File: config.mk
export PLATFORM = sky130hd
export DESIGN_NAME = pulse_gen_multi_flat
export DESIGN_NICKNAME = d
export VERILOG_FILES = /design/src/rtl/pulse_gen_multi_if.sv /design/src/rtl/pulse_gen_multi.sv /design/src/flat_wrapper.sv
export SDC_FILE = /design/constraint.sdc
export NUM_CORES = 1
export LEC_CHECK = 0
export ABC_AREA = 1
export CAP_MARGIN = 40
export CORE_MARGIN = 4
export CORE_UTILIZATION = 60
export CTS_BUF_LIST = sky130_fd_sc_hd__clkbuf_8
export CTS_CLUSTER_DIAMETER = 30
export DETAILED_ROUTE_END_ITERATION = 8
export GPL_ROUTABILITY_DRIVEN = 0
export HOLD_SLACK_MARGIN = 0.08
export PLACE_DENSITY_LB_ADDON = 0.1
export SETUP_SLACK_MARGIN = 0.05
export SLEW_MARGIN = 10
export SYNTH_ARGS = -nofsm -noshare
export SYNTH_HDL_FRONTEND = slang
export SYNTH_SLANG_ARGS = --single-unit
File: constraint.sdc
create_clock -name clock -period 2.7 [get_ports clock]
set_input_delay 0.54 -clock clock [delete_from_list [all_inputs] [get_ports clock]]
set_output_delay 0.54 -clock clock [all_outputs]
set_load 0.005 [all_outputs]
File: src/rtl/pulse_gen_multi_if.sv
// Pulse generator control/status bundle: per-channel launch, abort, timing
// fields and the resulting waveforms and strobes.
interface pulse_gen_multi_if #(
   parameter int unsigned CHANNELS = 4,
   parameter int unsigned CNT_W    = 8
);
   logic [CHANNELS-1:0]       start;
   logic [CHANNELS-1:0]       stop;
   logic [CHANNELS-1:0]       periodic;
   logic [CHANNELS*CNT_W-1:0] delay;
   logic [CHANNELS*CNT_W-1:0] width;
   logic [CHANNELS-1:0]       signal;
   logic [CHANNELS-1:0]       busy;
   logic [CHANNELS-1:0]       done;

   modport master (
      output start, stop, periodic, delay, width,
      input  signal, busy, done
   );

   modport slave (
      input  start, stop, periodic, delay, width,
      output signal, busy, done
   );
endinterface

File: src/rtl/pulse_gen_multi.sv
// Multi-channel cycle-counted pulse generator: each channel emits D low cycles
// then W high cycles, one-shot or periodic, with abort and completion strobe.
module pulse_gen_multi #(
   parameter int unsigned CHANNELS = 4,
   parameter int unsigned CNT_W    = 8
) (
   input  logic              clock,
   input  logic              reset,
   pulse_gen_multi_if.slave  bus
);

   typedef enum logic [1:0] {
      ST_IDLE  = 2'd0,
      ST_DELAY = 2'd1,
      ST_HIGH  = 2'd2
   } state_t;

   state_t              r_state [CHANNELS];
   logic [CNT_W-1:0]    r_cnt   [CHANNELS];
   logic [CNT_W-1:0]    r_d     [CHANNELS];
   logic [CNT_W-1:0]    r_w     [CHANNELS];
   logic [CHANNELS-1:0] r_per;
   logic [CHANNELS-1:0] r_signal;
   logic [CHANNELS-1:0] r_busy;
   logic [CHANNELS-1:0] r_done;

   // A zero width still produces a one-cycle pulse.
   function automatic logic [CNT_W-1:0] f_wp(input logic [CNT_W-1:0] w);
      return (w == '0) ? CNT_W'(1) : w;
   endfunction

   always_ff @(posedge clock) begin
      if (reset) begin
         for (int i = 0; i < int'(CHANNELS); i++) begin
            r_state[i] <= ST_IDLE;
            r_cnt[i]   <= '0;
            r_d[i]     <= '0;
            r_w[i]     <= '0;
         end
         r_per    <= '0;
         r_signal <= '0;
         r_busy   <= '0;
         r_done   <= '0;
      end else begin
         for (int i = 0; i < int'(CHANNELS); i++) begin
            r_done[i] <= 1'b0;
            if (bus.stop[i]) begin
               r_state[i]  <= ST_IDLE;
               r_cnt[i]    <= '0;
               r_signal[i] <= 1'b0;
               r_busy[i]   <= 1'b0;
            end else begin
               case (r_state[i])
                  ST_IDLE: begin
                     if (bus.start[i]) begin
                        r_d[i]    <= bus.delay[i*CNT_W +: CNT_W];
                        r_w[i]    <= f_wp(bus.width[i*CNT_W +: CNT_W]);
                        r_per[i]  <= bus.periodic[i];
                        r_busy[i] <= 1'b1;
                        if (bus.delay[i*CNT_W +: CNT_W] == '0) begin
                           r_state[i]  <= ST_HIGH;
                           r_cnt[i]    <= f_wp(bus.width[i*CNT_W +: CNT_W]) - CNT_W'(1);
                           r_signal[i] <= 1'b1;
                        end else begin
                           r_state[i]  <= ST_DELAY;
                           r_cnt[i]    <= bus.delay[i*CNT_W +: CNT_W] - CNT_W'(1);
                           r_signal[i] <= 1'b0;
                        end
                     end
                  end
                  ST_DELAY: begin
                     if (r_cnt[i] == '0) begin
                        r_state[i]  <= ST_HIGH;
                        r_cnt[i]    <= r_w[i] - CNT_W'(1);
                        r_signal[i] <= 1'b1;
                     end else begin
                        r_cnt[i] <= r_cnt[i] - CNT_W'(1);
                     end
                  end
                  ST_HIGH: begin
                     if (r_cnt[i] != '0) begin
                        r_cnt[i] <= r_cnt[i] - CNT_W'(1);
                     end else if (r_per[i]) begin
                        // Relaunch from latched values; D==0 keeps the output high.
                        if (r_d[i] == '0) begin
                           r_cnt[i] <= r_w[i] - CNT_W'(1);
                        end else begin
                           r_state[i]  <= ST_DELAY;
                           r_cnt[i]    <= r_d[i] - CNT_W'(1);
                           r_signal[i] <= 1'b0;
                        end
                     end else begin
                        r_state[i]  <= ST_IDLE;
                        r_signal[i] <= 1'b0;
                        r_busy[i]   <= 1'b0;
                        r_done[i]   <= 1'b1;
                     end
                  end
                  default: begin
                     r_state[i]  <= ST_IDLE;
                     r_cnt[i]    <= '0;
                     r_signal[i] <= 1'b0;
                     r_busy[i]   <= 1'b0;
                  end
               endcase
            end
         end
      end
   end

   assign bus.signal = r_signal;
   assign bus.busy   = r_busy;
   assign bus.done   = r_done;

endmodule

File: src/flat_wrapper.sv
// flat-port wrapper written by rule: the top's interface ports become plain ports
module pulse_gen_multi_flat 
#(
   parameter int unsigned CHANNELS = 4,
   parameter int unsigned CNT_W    = 8
)
  (clock, reset, bus_start, bus_stop, bus_periodic, bus_delay, bus_width, bus_signal, bus_busy, bus_done);
  pulse_gen_multi_if #(.CHANNELS(CHANNELS), .CNT_W(CNT_W)) bus_i ();
  input  logic clock;
  input  logic reset;
  input wire logic [$bits(bus_i.start)-1:0] bus_start;
  input wire logic [$bits(bus_i.stop)-1:0] bus_stop;
  input wire logic [$bits(bus_i.periodic)-1:0] bus_periodic;
  input wire logic [$bits(bus_i.delay)-1:0] bus_delay;
  input wire logic [$bits(bus_i.width)-1:0] bus_width;
  output wire logic [$bits(bus_i.signal)-1:0] bus_signal;
  output wire logic [$bits(bus_i.busy)-1:0] bus_busy;
  output wire logic [$bits(bus_i.done)-1:0] bus_done;
  assign bus_i.start = bus_start;
  assign bus_i.stop = bus_stop;
  assign bus_i.periodic = bus_periodic;
  assign bus_i.delay = bus_delay;
  assign bus_i.width = bus_width;
  assign bus_signal = bus_i.signal;
  assign bus_busy = bus_i.busy;
  assign bus_done = bus_i.done;
  pulse_gen_multi #(.CHANNELS(CHANNELS), .CNT_W(CNT_W)) u_core (.clock(clock), .reset(reset), .bus(bus_i));
endmodule
After elaboration in Yosys (flattened, before gate mapping)
Memories as Yosys holds them, arrays and structs flattened.
Cells that the tools add are included.
Word-level totals
  register bits after elaboration: 16
  RAM bits: 104
  bits of input ports: 78
  output and inout port bits: 12
  word-level logic and storage cells: 543
  memories kept: 4
Memory list
  u_core.r_cnt: depth 4, bits a word 8, rd ports 4, clocked after memory_dff 0, wr ports 4, RTL line pulse_gen_multi.sv:19  | logic [CNT_W-1:0] r_cnt [CHANNELS];
  u_core.r_d: depth 4, bits a word 8, rd ports 4, clocked after memory_dff 0, wr ports 4, RTL line pulse_gen_multi.sv:20  | logic [CNT_W-1:0] r_d [CHANNELS];
  u_core.r_w: depth 4, bits a word 8, rd ports 4, clocked after memory_dff 0, wr ports 4, RTL line pulse_gen_multi.sv:21  | logic [CNT_W-1:0] r_w [CHANNELS];
  u_core.r_state: depth 4, bits a word 2, rd ports 4, clocked after memory_dff 0, wr ports 4, RTL line pulse_gen_multi.sv:18  | state_t r_state [CHANNELS];
Cells by class
  add/subtract/negate cells: 20
  eq/ne operators: 28
  muxes and demuxes: 354
  bitwise gates (word level): 80
  reductions and logical operators: 44
Operators by type and width (count)
  8-bit 2-to-1 mux: 48
  1-bit 2-to-1 mux: 270
  8-bit by 1-bit subtractor with 8-bit output (second input constant): 20
  8-bit logical NOT: 16
  1-bit bitwise OR: 72
  2-bit 2-to-1 mux: 28
  4-bit AND reduction: 8
  8-bit nonzero test: 4
  2-bit != test (second input constant): 12
  1-bit one-hot mux with 3 select lines: 8
  3-bit != test (second input constant): 4
  3-bit AND reduction: 4
  3-bit OR reduction: 4
  2-bit by 1-bit == test with 1-bit output (second input constant): 4
  2-bit == test (second input constant): 4
  2-bit logical NOT: 4
  2-bit by 1-bit != test with 1-bit output (second input constant): 4
  1-bit NOT: 8
  2-bit OR reduction: 4

Depth between registers and ports, before layout
  depth after elaboration: 15
  gate-level depth with buffers: 14
  gate-level depth less buffers: 14

Least setup slack after synthesis
Ideal clock, no wire load.
  path kind: register to register
  from: memory u_core.r_state[0][7] (netlist name)
  to: memory u_core.r_d[3][0], enable pin
  setup time: 413 ps
  arrival: 1976 ps
  data required time: 2287 ps
  slack: 311 ps
  cell stages (with the launch flop): 4
  path buffers: 0
  period minus slack after synthesis: 2389 ps
  path through: edfxtp_1 > nor2_2 > nand2_2 > o21ai_0
RTL lines (RTL line)
  start: declaration: pulse_gen_multi.sv:18
  end: declaration: pulse_gen_multi.sv:20

==> results.md <==
* Status: completed
* Setup CP Type: in2reg
* Vias in the first global route at 8,859
* Longest Clk Path Bufs at 2
* Power Total at 5.15 mW
* Startpoint class of the critical path: primary input
* Final Max Slew Viols at 0
* CTS tree: yes
* Syn_area_per_cell at 7.00 um^2
* Synth top area cells: edfxtp_1 32%, nand2_1 12%, nor2_1 8.9%
* Mapped cell area at 9820 um^2
* Total CTS buffers at 17
* Final Critical Period at 2.26 ns
* Mapped Cells at 1,403
* DR vias/cell at 5.48
* Yosys top cell area share at 31.8%
* Pwr per Cell Area at 447 nW/um^2
* Max Fclk at 442 MHz
* Finished Core Util at 72.3%
* Post-route ant nets at 0
* GRT Total Usage at 27.4%
* Crit. End Element: flop
* Crit-path cells: clkdlybuf4s50_1 -> inv_1 -> nand2_1 -> nor2_1 -> nand2_1 -> nand2_1 -> inv_1 -> ha_1 -> nand2_1 -> nand2_1 -> nand2_1 -> o21ai_0 -> o21ai_0 -> nand3_1
* Total gr overflow at 0
* Postcts setup bufs at 0
* VDD IR max at 0.385 mV
* Detailed Route WL at 24,900 um
* Levels on crit path at 14
* Layout cells sized above 1 at 9.10%
* Final hold slack at 0.444 ns
* Tcrit/Tclk final at 83.8%
* R2r setup slk at 0.59 ns
* R2r startpoint: u_core.r_d[0][0]
* CTS clk-pin slew, worst paths at 0.08 ns
* Non-Filler Instances at 1,755
* Placeable Area at 15,900 um^2
* Top-count cell post-synth: nand2_1
* Sequential fraction of the synthesis area at 35.1%
* Initial Util at 61.6%
* Ys flop type: edfxtp_1
* Hold buffers post-CTS at 0
* Setup TNS at 0 ns
* R2R Path End: u_core.r_cnt[0][1]
* Placed Area at 11,200 um^2
* PnR worst setup slack at 0.437 ns
* Design area at 11,500 um^2
* Final HPWL DP at 19,900 um
* Area Overhead vs Synth at 17.4%
* Worst skew pair latency at 0.45 ns
* CP Max Fanout at 5
* Die Y at 136 um
* Clock Tree Root: clkbuf_8
* Drt wl/cell at 14.2 um
* IO Port Bufs at 89
* Finish-stage setup viols at 0
* Layout net count at 1,630
* RSZ-0062 raised after global routing: false
* Hold Crit Class: reg2reg
* Worst slew margin at 68.9%
* Final Hold Viols at 0
* Die W at 136 um
* Most frequent CP cell: nand2_1
* I/O Pins at 90
* WP buf/inv at 3
* Ant diodes at 0
* Initial antenna violation count at 1
* Syn nets at 1,507
* Setup WS pre-CTS at 0.0200 ns
* FF-to-FF path depth at 8
* TritonRoute pass-1 iters at 6
* Ys Warns at 0
* H-tree lvl count at 4
* First-pass GRT wire length at 40,900 um
* Area leader, netlist: edfxtp_1
* Async set-reset flop share out of synthesis at 0%
* Number of synthesized flops with an enable pin at 104
* Post-synth cell types at 43
* Critical Path RT at 2.89 ns
* CP max-delay cell: clkdlybuf4s50_1
* WP data arrival at 2.45 ns
* Cts repair resizes at 0
* Starting DRT DRC Count at 1,034
* Rows at 46
* Max_cap viols at 0
* Placed instance count at 1,723
* Crit path max-delay family: simple AND/OR/NAND/NOR gates
* Die area at 18,500 um^2
* #FFs+latches synth at 120
* Delay of the slowest cell on the worst path at 0.42 ns
* P_leak at 5.27 nW
* Critical Path Start: bus_width[4]
* Largest net degree at the start of global routing at 33
* Setup Skew at 0.0136 ns
* Commonest cells post-synth: 306 x nand2_1, 232 x nor2_1, 212 x inv_1, 139 x nand3_1, 104 x edfxtp_1
* Clock Sinks at 120
* Slew @ Worst Pin at 0.465 ns
* CP endpoint: u_core.r_cnt[0][6]
* Drc violations at 0
* Via count at 9,614
-- area by class of cell --
type | count | area (um^2)
flip-flops and latches | 120 | 3440
multi-input cells | 1034 | 5410
clock buffers | 19 | 262
repair buffers | 122 | 1160
fillers | 1341 | 4420
clock inverters | 13 | 113
well taps | 216 | 270
inverters | 231 | 871
-- logic make-up after synthesis --
group	Yosys count	share of synthesized area, %
DFF	120	35.1
AOI/OAI and AO/OA	91	5.18
adders and majority gates	26	3.31
and+or+nand+nor	843	40.0
buffers and inverters	249	9.85
xor gates and xnor gates	74	6.60
-- worst reg2reg max path: cells and delay by family, from the launching register on --
family                   cells  cell delay, ns
AND/OR/NAND/NOR              4            0.89
flip-flops                   1            0.35
buffers and inverters        3            0.35
adder cells (fa/ha/maj)      1            0.17
-- metal layers --
| layer | wire length [um] | share of wire [%] | global-route usage (%) |
|---|---|---|---|
| met5 | 8 | 0.032 | 0 |
| met4 | 703 | 2.8 | 9.63 |
| met3 | 1850 | 7.4 | 5.18 |
| met2 | 11500 | 46 | 45.1 |
| met1 | 10800 | 43 | 36.2 |
-- sequential cells by signal, indices dropped and copies added (netlist names) --
register           cells
u_core.r_d            32
u_core.r_state         8
u_core.bus.signal      4
u_core.r_cnt          32
u_core.bus.busy        4
u_core.bus.done        4
u_core.r_per           4
u_core.r_w            32
-- worst min-delay path by stage --
stage / slack (ns) / depth (start not counted) / from / endpoint
global placement: 0.43 / 2 / u_core.bus.signal[3] / u_core.bus.signal[3]
CTS: 0.45 / 2 / u_core.bus.signal[3] / u_core.bus.signal[3]
finish: 0.44 / 2 / u_core.bus.signal[3] / u_core.bus.signal[3]
detailed placement: 0.44 / 2 / u_core.bus.signal[3] / u_core.bus.signal[3]
floorplan: 0.44 / 2 / u_core.bus.signal[3] / u_core.bus.signal[3]
global route: 0.47 / 2 / u_core.bus.signal[3] / u_core.bus.signal[3]
-- cell usage in the layout (no fill, tap or decap), drive strengths merged, types with 2 or more instances in the layout --
master         Yosys  routed
edfxtp           104     104
nand4             90      90
buf                7      33
o31ai              2       2
clkbuf            11      19
nand3            143     143
xnor2             16      16
ha                26      26
inv              229     232
o21bai             2       2
o211ai             5       5
nor2             271     271
bufinv             0       2
o21ai             55      55
a21oi             22      22
clkinv             2       8
clkdlybuf4s50      0      89
nand2            316     316
nor3              17      17
nand3b             4       4
dfxtp             16      16
clkinvlp           0       2
xor2              58      58
a31oi              3       3
-- power by group --
part           total (mW)  leakage, nW  switching (mW)  internal (mW)
clock network        1.58        0.198           0.734          0.843
logic                1.29         3.83           0.798          0.489
registers            2.29         1.24           0.104           2.18
(Power assumes the default switching activity.)
